==> src/rtl/symbol_upsampler.sv <==
// rtl/symbol_upsampler.sv - PAM4 symbol buffer and OSR-times upsampler (zero-stuff, or hold when SYMBOL_UPSAMPLER_HOLD_EN)
module symbol_upsampler #(
    parameter int DATA_WIDTH = 16,
    parameter int OSR        = 4,
    parameter int FIFO_DEPTH = 4,
    parameter int LEVEL_A    = 2048
) (
    input  logic                  clk,
    input  logic                  rst_n,
    input  logic [1:0]            sym_data,
    input  logic                  sym_valid,
    output logic                  sym_ready,
    input  logic                  sample_en,
    output logic [DATA_WIDTH-1:0] sample_out,
    output logic                  sample_valid,
    output logic                  underrun,
    input  logic                  underrun_clr
);
    localparam int AW = (FIFO_DEPTH > 1) ? $clog2(FIFO_DEPTH) : 1;
    localparam int CW = $clog2(FIFO_DEPTH + 1);
    localparam int PW = $clog2(OSR);
    localparam logic signed [DATA_WIDTH-1:0] LVL1 = DATA_WIDTH'(LEVEL_A);
    localparam logic signed [DATA_WIDTH-1:0] LVL3 = DATA_WIDTH'(3 * LEVEL_A);

    typedef enum logic {IDLE, ACTIVE} state_t;

    state_t                 state_q, state_d;
    logic [PW-1:0]          phase_q, phase_d;
    logic [AW-1:0]          wr_ptr_q, rd_ptr_q;
    logic [CW-1:0]          count_q;
    logic [1:0]             mem_q [FIFO_DEPTH];
    logic [DATA_WIDTH-1:0]  out_q, out_d;
    logic [DATA_WIDTH-1:0]  lvl_q, lvl_d;
    logic                   valid_q;
    logic                   und_q, und_d;
    logic                   rdy_q;
    logic                   push, pop, und_set;

    function automatic logic [DATA_WIDTH-1:0] map_sym(input logic [1:0] s);
        case (s)
            2'b00:   map_sym = -LVL3;
            2'b01:   map_sym = -LVL1;
            2'b11:   map_sym = LVL1;
            default: map_sym = LVL3;
        endcase
    endfunction

    // rdy_q keeps sym_ready low throughout reset and rises on the first edge after release
    assign sym_ready    = rdy_q && (count_q < CW'(FIFO_DEPTH));
    assign push         = sym_valid && sym_ready;
    assign sample_out   = out_q;
    assign sample_valid = valid_q;
    assign underrun     = und_q;

    always_comb begin
        state_d = state_q;
        phase_d = phase_q;
        out_d   = out_q;
        lvl_d   = lvl_q;
        pop     = 1'b0;
        und_set = 1'b0;
        if (sample_en) begin
            case (state_q)
                IDLE: begin
                    if (count_q != '0) begin
                        pop     = 1'b1;
                        lvl_d   = map_sym(mem_q[rd_ptr_q]);
                        out_d   = map_sym(mem_q[rd_ptr_q]);
                        phase_d = PW'(1);
                        state_d = ACTIVE;
                    end else begin
                        out_d = '0;
                    end
                end
                default: begin
                    if (phase_q != '0) begin
`ifdef SYMBOL_UPSAMPLER_HOLD_EN
                        out_d = lvl_q;
`else
                        out_d = '0;
`endif
                        phase_d = (phase_q == PW'(OSR - 1)) ? '0 : phase_q + PW'(1);
                    end else if (count_q != '0) begin
                        pop     = 1'b1;
                        lvl_d   = map_sym(mem_q[rd_ptr_q]);
                        out_d   = map_sym(mem_q[rd_ptr_q]);
                        phase_d = PW'(1);
                    end else begin
                        out_d   = '0;
                        und_set = 1'b1;
                        state_d = IDLE;
                    end
                end
            endcase
        end
        // a new underrun takes priority over a coincident clear
        und_d = und_set ? 1'b1 : (underrun_clr ? 1'b0 : und_q);
    end

    always_ff @(posedge clk or negedge rst_n) begin
        if (!rst_n) begin
            state_q  <= IDLE;
            phase_q  <= '0;
            wr_ptr_q <= '0;
            rd_ptr_q <= '0;
            count_q  <= '0;
            out_q    <= '0;
            lvl_q    <= '0;
            valid_q  <= 1'b0;
            und_q    <= 1'b0;
            rdy_q    <= 1'b0;
        end else begin
            state_q <= state_d;
            phase_q <= phase_d;
            out_q   <= out_d;
            lvl_q   <= lvl_d;
            valid_q <= sample_en;
            und_q   <= und_d;
            rdy_q   <= 1'b1;
            if (push)
                wr_ptr_q <= (wr_ptr_q == AW'(FIFO_DEPTH - 1)) ? '0 : wr_ptr_q + AW'(1);
            if (pop)
                rd_ptr_q <= (rd_ptr_q == AW'(FIFO_DEPTH - 1)) ? '0 : rd_ptr_q + AW'(1);
            case ({push, pop})
                2'b10:   count_q <= count_q + CW'(1);
                2'b01:   count_q <= count_q - CW'(1);
                default: count_q <= count_q;
            endcase
        end
    end

    always_ff @(posedge clk) begin
        if (push)
            mem_q[wr_ptr_q] <= sym_data;
    end
endmodule
==> config.mk <==
export PLATFORM = sky130hd
export DESIGN_NAME = symbol_upsampler
export DESIGN_NICKNAME = d
export VERILOG_FILES = /design/src/rtl/symbol_upsampler.sv
export SDC_FILE = /design/constraint.sdc
export NUM_CORES = 1
export LEC_CHECK = 0
export BUFFER_PORTS_ARGS = -buffer_cell sky130_fd_sc_hd__buf_2
export CORE_MARGIN = 8
export CORE_UTILIZATION = 45
export DETAILED_ROUTE_END_ITERATION = 10
export PLACE_DENSITY = 0.68
export REMOVE_ABC_BUFFERS = 1
export SLEW_MARGIN = 20
export SYNTH_ARGS = -nofsm -noshare
export SYNTH_HDL_FRONTEND = slang
export SYNTH_SLANG_ARGS = --single-unit
==> constraint.sdc <==
create_clock -name clk -period 3 [get_ports clk]
set_clock_uncertainty 0.05 [all_clocks]
set_input_delay 0 -clock clk [delete_from_list [all_inputs] [get_ports clk]]
set_output_delay 0 -clock clk [all_outputs]
set_load 0.05 [all_outputs]
==> flow_metrics.py <==
metrics = {
    "sta": {
        "final_max_slew_viol_count": 0,
        "fin_tns_setup_ns": 0,
        "timing.final.crit_period_ns": 2.20,
        "max_freq_ghz": 0.454,
        "final_hold_viol_count": 0,
        "setup_slack_ns": 0.798,
        "rsz0062_at_grt": "false",
        "timing.final.setup_violations": 0,
        "post-route-period-util_pct": 73.4,
    },
    "global_route": {
        "gr-total-overflow": 0,
        "antenna_found_initial": 0,
        "grt_usage_pct": 8.93,
        "grt_start_max_net_pins": 17,
        "grt_first_pass_wirelength_mm": 3.12,
        "first_global_vias": 748,
    },
    "clock_tree": {
        "cts_hold_repair_buffers": 6,
        "postCtsSetupBuffers": 0,
        "cts_tree": "built",
        "clk_latency_worst_skew_pair_ns": 0.31,
        "cts_max_path_buffers": 2,
        "cts_max_level": 1,
        "clock_sink_count": 24,
        "cts-root-buf": "clkbuf_4",
        "clk_pin_slew_ns": 0.13,
        "post_cts_resize_count": 0,
        "cts_buffers": 3,
    },
    "yosys": {
        "postSynth.asyncResetShare_pct": 66.7,
        "average_instance_area_after_synthesis_um2": 12.1,
        "yosys.area_share.adder_pct": 12.6,
        "synthCells": 104,
        "netlist.area_leader.share_pct": 31.9,
        "post_synth_xor_area_fraction_pct": 2.09,
        "synth_seq_cells": 24,
        "synth-warning-count": 0,
        "muxShareOfSynthArea_pct": 5.98,
        "synthMostInstantiatedCell": "dfrtp_1",
        "post_synth_main_area_contributors": "dfrtp_1 (32%), edfxtp_1 (19%), ha_1 (11%)",
        "synth_flop_cell": "dfrtp_1",
        "commonest_cells_in_the_netlist": "dfrtp_1 (16), buf_4 (13), ha_1 (11), inv_1 (11), edfxtp_1 (8)",
        "synth_enable_flop_cells": 8,
        "syn_area_mm2": 0.00125,
        "main_combinational_cell_family_by_area_after_synthesis": "adder cells",
        "synth_simple_gate_area_share_pct": 9.47,
        "synth_largest_area_cell": "dfrtp_1",
        "yosys.cell_types.count": 31,
        "synth-seq-area-share_pct": 51.0,
        "synth-compound-area-share_pct": 6.08,
    },
    "floorplan": {
        "initial_utilization_pct": 46.3,
        "die_h_um": 68.8,
        "io-pin-count": 26,
        "die_area_mm2": 0.00473,
        "floorplan.rows": 19,
        "die_w_um": 68.8,
        "coreArea_mm2": 0.00271,
    },
    "worst_setup_path": {
        "critPathKind": "flip-flop to flip-flop",
        "cp_slowest_cell": "dfrtp_1",
        "worst-endpoint-required_ns": 3.19,
        "arrival_ns": 2.39,
        "crit_path_end_kind": "flip-flop",
        "worstPathBufferInverterCount": 3,
        "timing.critical_path.fanout_max": 6,
        "crit_path_max_incr_delay_ns": 0.42,
        "cp_cell_sequence": "inv_1, ha_1, nand2b_1, nand3_2, inv_4, ha_1, inv_1, fa_1, xor2_1, nor2_1, xor2_1",
        "path_delay_family": "adder cells",
        "startpoint_type": "flip-flop",
    },
    "run_status": {
        "outcome": "finished clean",
    },
    "worst_hold_path": {
        "holdCritPathClass": "input port to async pin",
    },
    "place": {
        "gp_congestion": 0.687,
        "place_hpwl_mm": 1.45,
        "dp_slack_ns": 0.808,
        "io_buffer_count": 14,
    },
    "routing": {
        "detailed_route_wl_mm": 1.85,
        "vias": 730,
        "route.detailed.vias_per_inst": 4.71,
        "detail_route.first_pass.iterations": 4,
        "post_drt_wl_per_cell_um": 11.9,
        "postRouteAntennaNets": 0,
        "detailedRoute.firstIterationViolations": 10,
        "post-route-drc-count": 0,
    },
    "pwr": {
        "worst_ir_drop_vdd_mv": 0.537,
        "p_per_area_mw_per_mm2": 936,
        "design_power_total_uw": 1300,
        "leakage_uw": 0.000676,
    },
    "layout": {
        "layout.nets": 144,
        "areaGrowthSynthToFinish_pct": 10.5,
        "drive_gt1_share_pct": 21.0,
        "finish.utilization_pct": 51.2,
        "antenna_cells_inserted": 0,
    },
    "run": {
        "max_cap_violations": 0,
    },
}
-- placed cells by master (no fill, tap or decap), types with 2 or more instances in the layout --
| master | Yosys | routed |
|---|---|---|
| edfxtp_1 | 8 | 8 |
| dfrtp_1 | 16 | 16 |
| conb_1 | 2 | 12 |
| clkbuf_4 | 0 | 3 |
| nand3_1 | 2 | 2 |
| o21ai_1 | 3 | 3 |
| ha_1 | 11 | 11 |
| mux4_2 | 2 | 2 |
| a22o_1 | 2 | 2 |
| dlygate4sd3_1 | 0 | 6 |
| nand2_1 | 4 | 4 |
| o21ai_0 | 2 | 2 |
| mux2_4 | 2 | 2 |
| inv_1 | 11 | 11 |
| xor2_1 | 2 | 2 |
| and2_1 | 4 | 4 |
| nor2_1 | 5 | 5 |
| buf_2 | 0 | 14 |
-- cells by family after synthesis --
family / after synthesis
other: 2
DFF: 24
xor gates and xnor gates: 3
buffers and inverters: 27
muxes: 4
AOI/OAI and AO/OA: 11
and+or+nand+nor: 21
adders and majority gates: 12
-- sequential cells by signal, summed over array words and instances (netlist names) --
register,count
count_q,3
mem_q,8
phase_q,2
rd_ptr_q,2
rdy_q,1
sample_out,3
sample_valid,1
state_q,1
underrun,1
wr_ptr_q,2
-- metrics by stage --
| stage | cells | hold WS [ns] | cell area (µm²) |
|---|---|---|---|
| final | 155 | 0.0571 | 1390 |
| after detailed placement | 145 | -0.114 | 1300 |
| after global placement | 145 | -0.124 | 1300 |
| after floorplan | 100 | -0.346 | 1190 |
| after global routing | 155 | 0.0779 | 1390 |
| after CTS | 155 | 0.0608 | 1390 |
-- layer usage --
| metal | track usage (%) | up-vias | part of all wire [%] |
|---|---|---|---|
| li1 | - | 357 | - |
| met1 | 9.68 | 348 | 44 |
| met2 | 15.2 | 20 | 45 |
| met3 | 2.10 | 5 | 7.4 |
| met4 | 6.02 | 0 | 2.8 |
| met5 | 0 | - | 0 |
-- path summary, 6_finish.rpt --
kind / endpoint / slack, ns / cells after the start / start
worst max-delay path: count_q[2]$_DFFE_PN0P_ / 0.80 / 11 / phase_q[0]$_DFFE_PN0P_
worst min-delay path: sample_out[12]$_DFFE_PN0P_ / 0.06 / 2 / rst_n
worst max register to register: count_q[2]$_DFFE_PN0P_ / 0.80 / 11 / phase_q[0]$_DFFE_PN0P_
worst min register to register: sample_out[11]$_DFFE_PN0P_ / 0.44 / 1 / sample_out[11]$_DFFE_PN0P_
max in group asynchronous: rdy_q$_DFF_PN0_ / 2.57 / 2 / rst_n
min in group clk: wr_ptr_q[0]$_DFFE_PN0P_ / 0.13 / 3 / sym_valid
-- report_power, final --
group,switching [µW],internal [µW],leakage (µW)
combinational,382,249,0.000394
sequential,85.7,437,0.000267
clock,91.6,52.0,0.0000150
total,560,738,0.000676
-- area by class of cell --
type	instances	area, µm²
clock buffer	4	26.3
fill	258	1320
inverter	13	51.3
multi-input combinational	63	499
sequential	24	641
tap	31	38.8
timing repair buffer	20	130
Note: power is estimated with default switching activity, not from simulation.
